[src/rtl/vliw_fetch.sv]
// VLIW fetch stage: owns the PC, keeps at most one memory request in flight,
// and buffers returned words in a small FIFO whose head feeds the splitter.
module vliw_fetch #(
    parameter int                    cores      = 1,
    parameter int                    inst_len   = 32,
    parameter int                    addr_width = 32,
    parameter int                    fifo_depth = 2,
    parameter logic [addr_width-1:0] reset_pc   = '0
) (
    input  logic                      clk,
    input  logic                      reset,
    output logic                      mem_req,
    output logic [addr_width-1:0]     mem_addr,
    input  logic                      mem_ready,
    input  logic                      mem_rvalid,
    input  logic [inst_len*cores-1:0] mem_rdata,
    input  logic                      redirect,
    input  logic [addr_width-1:0]     redirect_pc,
    output logic [inst_len*cores-1:0] vliw,
    output logic                      vliw_valid,
    input  logic                      vliw_ready,
    output logic [addr_width-1:0]     vliw_pc
);
    localparam int W    = inst_len * cores;
    localparam int STEP = W / 8;
    localparam int PW   = (fifo_depth > 1) ? $clog2(fifo_depth) : 1;
    localparam int CW   = $clog2(fifo_depth + 1);
    localparam logic [addr_width-1:0] STEP_A = addr_width'(STEP);
    localparam logic [CW:0]           DEPTH_C = (CW+1)'(fifo_depth);
    localparam logic [0:0] ST_REQ  = 1'b0;
    localparam logic [0:0] ST_WAIT = 1'b1;

    logic [0:0]            state_q, state_d;
    logic [addr_width-1:0] pc_q, pc_d;
    logic [addr_width-1:0] tag_q, tag_d;
    logic                  drop_q, drop_d;
    logic                  active_q;
    logic [PW-1:0]         rd_ptr_q, rd_ptr_d;
    logic [PW-1:0]         wr_ptr_q, wr_ptr_d;
    logic [CW-1:0]         count_q, count_d;
    logic [W-1:0]          data_q [fifo_depth];
    logic [addr_width-1:0] addr_q [fifo_depth];

    logic [CW:0] used_s;
    logic        credit_s;
    logic        accept_s;
    logic        push_s;
    logic        pop_s;

    function automatic logic [PW-1:0] next_ptr(input logic [PW-1:0] p);
        return (p == PW'(fifo_depth - 1)) ? '0 : p + PW'(1);
    endfunction

    // Credit counts the in-flight word so a response always has a FIFO slot.
    assign used_s     = {1'b0, count_q} + {{CW{1'b0}}, (state_q == ST_WAIT)};
    assign credit_s   = used_s < DEPTH_C;
    assign mem_req    = active_q && (state_q == ST_REQ) && credit_s;
    assign mem_addr   = pc_q;
    assign accept_s   = mem_req && mem_ready;
    assign vliw_valid = (count_q != '0);
    assign push_s     = (state_q == ST_WAIT) && mem_rvalid && !drop_q && !redirect;
    assign pop_s      = vliw_valid && vliw_ready && !redirect;
    assign vliw       = vliw_valid ? data_q[rd_ptr_q] : '0;
    assign vliw_pc    = vliw_valid ? addr_q[rd_ptr_q] : '0;

    // Request/response sequencing, PC advance and squash tracking.
    always_comb begin
        state_d = state_q;
        tag_d   = tag_q;
        drop_d  = drop_q;
        pc_d    = redirect ? redirect_pc : (accept_s ? pc_q + STEP_A : pc_q);
        case (state_q)
            ST_REQ: begin
                if (accept_s) begin
                    state_d = ST_WAIT;
                    tag_d   = pc_q;
                    drop_d  = redirect;
                end else begin
                    drop_d  = 1'b0;
                end
            end
            ST_WAIT: begin
                if (mem_rvalid) begin
                    state_d = ST_REQ;
                    drop_d  = 1'b0;
                end else if (redirect) begin
                    drop_d  = 1'b1;
                end else begin
                    drop_d  = drop_q;
                end
            end
            default: begin
                state_d = ST_REQ;
                drop_d  = 1'b0;
            end
        endcase
    end

    // FIFO pointer and occupancy update; redirect empties the buffer.
    always_comb begin
        rd_ptr_d = rd_ptr_q;
        wr_ptr_d = wr_ptr_q;
        count_d  = count_q;
        if (redirect) begin
            rd_ptr_d = '0;
            wr_ptr_d = '0;
            count_d  = '0;
        end else begin
            wr_ptr_d = push_s ? next_ptr(wr_ptr_q) : wr_ptr_q;
            rd_ptr_d = pop_s ? next_ptr(rd_ptr_q) : rd_ptr_q;
            case ({push_s, pop_s})
                2'b10:   count_d = count_q + CW'(1);
                2'b01:   count_d = count_q - CW'(1);
                default: count_d = count_q;
            endcase
        end
    end

    // Control state registers with synchronous reset.
    always_ff @(posedge clk) begin
        if (reset) begin
            state_q  <= ST_REQ;
            pc_q     <= reset_pc;
            tag_q    <= '0;
            drop_q   <= 1'b0;
            active_q <= 1'b0;
            rd_ptr_q <= '0;
            wr_ptr_q <= '0;
            count_q  <= '0;
        end else begin
            state_q  <= state_d;
            pc_q     <= pc_d;
            tag_q    <= tag_d;
            drop_q   <= drop_d;
            active_q <= 1'b1;
            rd_ptr_q <= rd_ptr_d;
            wr_ptr_q <= wr_ptr_d;
            count_q  <= count_d;
        end
    end

    // FIFO storage; contents are only observed through count_q.
    always_ff @(posedge clk) begin
        if (push_s) begin
            data_q[wr_ptr_q] <= mem_rdata;
            addr_q[wr_ptr_q] <= tag_q;
        end
    end
endmodule
[config.mk]
export PLATFORM = sky130hd
export DESIGN_NAME = vliw_fetch
export DESIGN_NICKNAME = d
export VERILOG_FILES = /design/src/rtl/vliw_fetch.sv
export SDC_FILE = /design/constraint.sdc
export NUM_CORES = 1
export LEC_CHECK = 0
export CAP_MARGIN = 30
export CELL_PAD_IN_SITES_DETAIL_PLACEMENT = 1
export CELL_PAD_IN_SITES_GLOBAL_PLACEMENT = 1
export CORE_ASPECT_RATIO = 0.75
export CORE_MARGIN = 2
export CORE_UTILIZATION = 38
export CTS_BUF_LIST = sky130_fd_sc_hd__clkbuf_8
export DETAILED_ROUTE_END_ITERATION = 12
export GPL_TIMING_DRIVEN = 0
export PLACE_DENSITY_LB_ADDON = 0.1
export SETUP_SLACK_MARGIN = 0.4
export SYNTH_ARGS = -nofsm -noshare
export SYNTH_HDL_FRONTEND = slang
export SYNTH_SLANG_ARGS = --single-unit
[constraint.sdc]
create_clock -name clk -period 4.06 [get_ports clk]
set_input_delay 0.406 -clock clk [delete_from_list [all_inputs] [get_ports clk]]
set_output_delay 0.406 -clock clk [all_outputs]
set_load 0.02 [all_outputs]
==> metrics.md, run 1 <==
| Metric | Value |
|---|---|
| Congestion Overflow GR | 0 |
| Hpwl dp | approximately 15000 um |
| Routed WL per cell | 18.40 um |
| Worst Setup End Kind | primary output |
| Pwr Density | between 300 and 400 mW/mm^2 |
| CTS tree | yes |
| RSZ-0062 raised after global routing | false |
| Num CTS Buffers | 17 |
| Number of global-route vias before repair | a little over 6000 |
| Post-Syn Instances | between 600 and 700 |
| Routed vias | about 5700 |
| Hold_sp | tag_q[0]$_SDFFE_PP0P_ |
| H-tree depth | 4 |
| Max_slew headroom | 0.4665 |
| Worst-path clk slew | 120 ps |
| Arrival time worst endpoint | 3030 ps |
| # diodes | 0 |
| Final setup TNS | 0 ps |
| Worst-skew pair later-pin latency | between 400 and 500 ps |
| GRT Overall Usage | 0.1958 |
| Pin count of the biggest net entering global routing | 33 |
| Reg2reg setup slack | 1720 ps |
| Fmax | 290.7 MHz |
| Placed Cells incl. Taps | about 1100 |
| Clock Sinks | 200 |
| Nature of the critical path startpoint | flip-flop |
| CP max FO | 10 |
| Worst r2r src | mem_addr[18]$_SDFFE_PP0P_ |
| Clk_skew | between 20 and 25 ps |
| Kind of critical path | reg -> out |
| WP buf/inv | 3 |
| Number of synthesized flops with an enable pin | ~130 |
| Final setup violation count | 0 |
| Non-Filler Instances | between 1000 and 1500 |
| Die Y | between 100 and 150 um |
| Worst Path Required | ~3700 ps |
| Antenna violations before repair | 0 |
| Synth top area share | 0.4832 |
| Synth top cells by count | edfxtp_1, nor2_1, nand2_1, dfxtp_1, mux2i_1 |
| Most common cell in the netlist | edfxtp_1 |
| Yosys cell types | 37 |
| Critical-path cell list | clkbuf_1, buf_1, mux2i_1, nor2_1, clkdlybuf4s50_1 |
| Worst-Margin Slew | between 800 and 900 ps |
| Critical R2R Capture | mem_addr[28]$_SDFFE_PP0P_ |
| Min Hold Slack | between 400 and 500 ps |
| Area leader, netlist | edfxtp_1 |
| Post-CTS Resized | 0 |
| First-pass GRT wire length | between 30000 and 40000 um |
| Slowest stage delay, CP | about 650 ps |
| Synth async-reset ratio | 0 |
| Vias per std cell | 4.959 |
| R2R depth | 6 |
| P&R area growth vs syn | 31.76% |
| FF+latch area | around 0.0053 sq mm |
| DR pass1 iterations | 4 |
| Root buffer cell | clkbuf_8 |
| Synth Cell Area | around 0.0080 sq mm |
| Ys flop type | edfxtp_1 |
| Final period util | 0.8472 |
| Worst hold path type | reg -> reg |
| Post-CTS setup buffers | 0 |
| Syn. warnings | 0 |
| Peak VDD IR | 0.0002318 V |
| Placeable Area | roughly 0.020 sq mm |
| DR iter-0 viols | between 200 and 250 |
| Min Clock Period, post-route | about 3400 ps |
| Multi-input gate area | 0.002505 sq mm |
| Leakage | roughly 0.0033 uW |
| Die Span X | around 170 um |
| Fraction of layout cells with a size suffix above 1 | 0.05440 |
| Starting Density | 0.3902 |
| Post-DRT Antenna Nets | 0 |
| Hold Vio Cnt, Final | 0 |
| Drc violations | 0 |
| Fin util | 0.5142 |
| Filler cell count | between 2000 and 2500 |
| Top-Level Pins | 168 |
| Hold worst-path end | addr_q[0][0]$_DFFE_PP_ |
| Drt total wl | approximately 21000 um |
| Synth top area cells | edfxtp_1, dfxtp_1, mux2i_1, nor2_1, nand2_1 |
| Worst path slowest cell | clkdlybuf4s50_1 |
| Hold buffers post-CTS | 0 |
| Die ar. | between 0.02 and 0.025 sq mm |
| Syn_nets | approximately 730 |
| Clk buf depth | 2 |
| Max Transition Viols Final | 0 |
| Synthesized flop and latch total | 200 |
| Hold depth | 0 |
| Max cap viols | 0 |
| Register area share after synthesis | 0.6645 |
| Crit path max-delay family | buffers and inverters |
| IO Port Bufs | 166 |
| Outcome | finished, final reports clean |
| Row count | 45 |
| Gpl congestion | approximately 0.85 |
| Mapped Avg Cell Area | around 12 sq um |
| Nets@finish | around 920 |
cell type report:
type	instances	share of cell area
tap	282	0.03367
sequential	200	0.5043
clock inverter	15	0.01731
inverter	5	0.001791
buffer	40	0.01540
timing repair buffer	170	0.1662
clock buffer	17	0.02233
multi-input combinational	417	0.2390
worst reg2reg max path, stage by stage (launching register included):
cell	delay (ps)
dfxtp_1	340
buf_2	220
nand4_1	260
or4_1	540
nor4_2	470
mux2i_1	280
o211ai_1	110
worst max-delay path by stage:
stage | from | end | cells past startpoint
3_3_place_gp | redirect | data_q[1][13]$_DFFE_PP_ | 4
2_1_floorplan | redirect | addr_q[0][0]$_DFFE_PP_ | 3
4_1_cts | flip-flop | vliw_pc[13] | 5
3_5_place_dp | flip-flop | vliw_pc[13] | 5
5_1_grt | flip-flop | vliw_pc[28] | 5
6_report | flip-flop | vliw_pc[10] | 5
cells by family after synthesis:
| kind of cell | Yosys count | share of synthesized area |
|---|---|---|
| mux | 69 | 0.08683 |
| fa+ha+maj | 2 | 0.003146 |
| simple gates | 248 | 0.1391 |
| compound gates | 68 | 0.05097 |
| buf+inv | 45 | 0.02250 |
| flops | 200 | 0.6645 |
| xor+xnor | 30 | 0.03303 |
state kept, by name (all words and copies together), names as in the netlist, 2 cells and up, named ones only:
register	flops
count_q	2
data_q	64
addr_q	64
mem_addr	32
tag_q	32
through the flow:
stage               setup slack (ps)  instance area, sq um  power [uW]
finish                         620.2                 10480        3867
global route                   408.9                 10480        4019
CTS                            478.4                 10480        3910
detailed placement              1035                 10060        2578
global placement               -2058                  9968        2568
floorplan                      191.0                  7954        2399
placed cells by master, fill, tap and decap left out, drive strengths merged, types with 2 or more instances in the layout:
| master | instances |
|---|---|
| ha | 2 |
| a311oi | 2 |
| nor4 | 7 |
| xnor2 | 16 |
| buf | 19 |
| or4 | 2 |
| a21oi | 42 |
| nand4 | 12 |
| nand2 | 88 |
| xor2 | 14 |
| nand3 | 12 |
| and3 | 5 |
| clkbuf | 42 |
| mux2i | 69 |
| nor2 | 100 |
| dfxtp | 72 |
| o211ai | 2 |
| clkinv | 3 |
| o21ai | 4 |
| or3 | 4 |
| clkdlybuf4s50 | 166 |
| edfxtp | 128 |
| inv | 14 |
| bufinv | 2 |
| nor3 | 11 |
| a211oi | 16 |
metal layers:
metal / track usage / vias up / wire [um]
li1: - / 2722 / -
met1: 0.2641 / 2831 / 9635
met2: 0.3321 / 121 / 10260
met3: 0.03910 / 9 / 1038
met4: 0.03789 / 0 / 148
met5: 0 / - / 0
where the power goes:
| group | leakage [uW] | total (uW) | switching [uW] | internal, uW |
|---|---|---|---|---|
| logic | 0.00129 | 287 | 145 | 142 |
| registers | 0.00184 | 2240 | 51.4 | 2190 |
| clock network | 0.000211 | 1340 | 759 | 576 |
(Power assumes the default switching activity.)
==> run 2, diff against run 1 <==
Clock period 4.06 ns to 2.88 ns, I/O delays scaled along.
==> run 2 against run 1 <==
  * Clock skew is 8.2 ps lower
  * Non-clock buffer count stayed put
  * Sequential power increased by 41%
  * Critical endpoint is now vliw[24]
  * Hold slack worse by 84 ps
  * Core utilization is 0.12 points lower
  * Final cell count unchanged
  * Critical path depth unchanged
  * Register-to-register slack worse by 1200 ps
  * Setup slack worse by 130 ps
  * Design area shrank 0.24%
==> metrics.md, run 2 (same netlist as run 1, synthesis figures left out) <==
| Metric | Value |
|---|---|
| CP startpoint | count_q[0]$_SDFFE_PP0P_ |
| Critical-path cell list | nor2_1, clkbuf_4, clkbuf_4, nor2_1, clkdlybuf4s50_1 |
| Crit path max-delay family | buffers and inverters |
| WP buf/inv | 3 (unchanged) |
| Num CTS Buffers | 17 (unchanged) |
| Pin count of the biggest net entering global routing | 31 (-6.1%) |
| Critical path depth | 5 (unchanged) |
| Placed Cells incl. Taps | 1114 (unchanged) |
| Drc violations | 0 (unchanged) |
| Min Hold Slack | 378.3 ps (-83.76 ps) |
| Congestion Overflow GR | 0 (unchanged) |
| Max Transition Viols Final | 0 (unchanged) |
| Worst hold path type | in -> reg |
| GRT Overall Usage | 0.1953 (-0.0005099) |
| Max_slew headroom | 0.5559 (+0.08938) |
| Root buffer cell | clkbuf_8 |
| Final period util | 0.8291 |
| Reg2reg setup slack | 550 ps (-1170 ps) |
| Top-Level Pins | 168 (unchanged) |
| IO Port Bufs | 166 (unchanged) |
| Row count | 45 (unchanged) |
| DR iter-0 viols | 210 (-3.7%) |
| CP max FO | 10 (unchanged) |
| Pre-CTS setup slack | 6.606 ps (-1029 ps) |
| Peak VDD IR | 0.0002479 V (+7.0%) |
| Die Y | 129.3 um (unchanged) |
| Min Clock Period, post-route | between 2000 and 2500 ps |
| Outcome | finished, final reports clean |
| Commonest non-fill, non-tap cells in the layout | edfxtp_1, clkdlybuf4s50_1, nor2_1 |
| Fmax | around 420 MHz |
| Critical R2R Capture | mem_addr[28]$_SDFFE_PP0P_ |
| Pwr Density | 504.4 mW/mm^2 (+37%) |
| Placeable Area | 0.02038 sq mm (unchanged) |
| Number of global-route vias before repair | 6009 (-1.7%) |
| FF+latch area | 0.005286 sq mm (about the same) |
| Nets@finish | 923 (unchanged) |
| Kind of critical path | reg -> out |
| Gpl congestion | 0.8518 (-0.16%) |
| Post-DRT Antenna Nets | 0 (unchanged) |
| Drt total wl | 20980 um (-0.52%) |
| P&R area growth vs syn | 31.45% |
| CTS tree | yes |
| Non-Filler Instances | 1146 (unchanged) |
| DR pass1 iterations | 4 (unchanged) |
| Antenna violations before repair | 0 (unchanged) |
| Max cap viols | 0 (unchanged) |
| R2R depth | 5 (-1) |
| Filler cell count | 2158 (-1.9%) |
| Hpwl dp | 15450 um (+1.2%) |
| Placement Cell Area | 0.01007 sq mm (about the same) |
| CP Capture Point | vliw[24] |
| Worst-path clk slew | 110 ps (about the same) |
| First-pass GRT wire length | 32750 um (-0.90%) |
| Power Total | 5273 uW (+36%) |
| Post-CTS setup buffers | 0 (unchanged) |
| Routed WL per cell | 18.30 um (-0.52%) |
| Die Span X | 171.1 um (unchanged) |
| Worst Setup End Kind | primary output |
| Worst setup slack after layout | 492.3 ps (-127.9 ps) |
| Routed metal-1 wirelength | 9792 um (+1.6%) |
| Vias per std cell | 4.958 (about the same) |
| Met2 wire len | 10030 um (-2.3%) |
| Worst r2r src | mem_addr[24]$_SDFFE_PP0P_ |
| Nature of the critical path startpoint | flip-flop |
| Starting Density | 0.3902 (unchanged) |
| Worst Path Required | 2590 ps (-1060 ps) |
| Worst-skew pair later-pin latency | 460 ps (about the same) |
| RSZ-0062 raised after global routing | true |
| Worst-Margin Slew | 664.6 ps (-135.7 ps) |
| H-tree depth | 4 (unchanged) |
| Slowest stage delay, CP | 600 ps (-50 ps) |
| Most common cell after layout, fill and taps aside | edfxtp_1 |
| Clk_skew | 15.39 ps (-8.216 ps) |
| Hold Vio Cnt, Final | 0 (unchanged) |
| Post-route cell area | 0.01046 sq mm (-0.24%) |
| Arrival time worst endpoint | 2100 ps (-930 ps) |
| Routed wl met3 | 916 um (-12%) |
| Clk buf depth | 2 (unchanged) |
| Top flop regs | addr_q x64, data_q x64 |
| Routed vias | 5682 (-0.018%) |
| Leakage | 0.003782 uW (+13%) |
| # diodes | 0 (unchanged) |
| Final setup violation count | 0 (unchanged) |
| Fraction of layout cells with a size suffix above 1 | 0.06944 (+0.01505) |
| Multi-input gate area | 0.002505 sq mm (unchanged) |
| Die ar. | 0.02212 sq mm (unchanged) |
| DR top layer | met4 |
| Clock Sinks | 200 (unchanged) |
| Worst path slowest cell | clkdlybuf4s50_1 |
-- run 2: cell types whose count changed in the layout (fill, tap and decap cells not counted), sizes merged --
cell           change
dlymetal6s2s       +9
clkdlybuf4s50     -58
clkbuf             +2
clkinvlp           -1
clkinv             +1
dlygate4sd2       +49
bufinv             -2
-- run 2: routing by layer --
metal | vias up | global-route usage
met5 | - | 0
met4 | 0 | 0.04736
met3 | 17 | 0.04215
met2 | 119 | 0.3235
met1 | 2818 | 0.2642
li1 | 2728 | -
-- run 2: repair_timing --
| item | CTS | global route |
|---|---|---|
| cloned | 0 | 0 |
| gates resized for setup | 72 | 13 |
| hold buffers | 0 | 0 |
| setup endpoints to repair | 64 | 12 |
-- run 2: tightest hold or removal path, cell delays in order --
cell and delay, ps:
clkdlybuf4s50_1 390, nand2_1 70, a21oi_1 50
-- run 2: how the worst min path moves through the flow --
stage / startpoint / slack [ps] / cells past startpoint / endpoint
floorplan: mem_rdata[0] / 390 / 0 / data_q[0][0]$_DFFE_PP_
global placement: tag_q[25]$_SDFFE_PP0P_ / 440 / 0 / addr_q[0][25]$_DFFE_PP_
detailed placement: tag_q[26]$_SDFFE_PP0P_ / 450 / 0 / addr_q[0][26]$_DFFE_PP_
CTS: redirect_pc[10] / 350 / 3 / mem_addr[10]$_SDFFE_PP0P_
global route: mem_rdata[28] / 350 / 1 / data_q[0][28]$_DFFE_PP_
finish: redirect_pc[10] / 380 / 3 / mem_addr[10]$_SDFFE_PP0P_
-- run 2: final cells by class --
type / count / area share
buffer: 40 / 0.02011
timing repair buffer: 170 / 0.1636
sequential: 200 / 0.5056
clock inverter: 13 / 0.01053
multi-input combinational: 417 / 0.2396
tap: 282 / 0.03375
clock buffer: 19 / 0.02501
inverter: 5 / 0.001795
-- run 2: report_power, final --
part	leakage, uW	switching [uW]	internal [uW]
clock	0.000197	1030	673
combinational	0.00174	206	199
sequential	0.00184	71.0	3090
total	0.00378	1310	3960
-- run 2: through the flow --
step,TNS (ps),utilization
after floorplan,0,-
after global placement,-192600,0.4893
after detailed placement,0,0.4941
after CTS,0,0.5113
after global routing,0,0.5130
final,0,0.5130
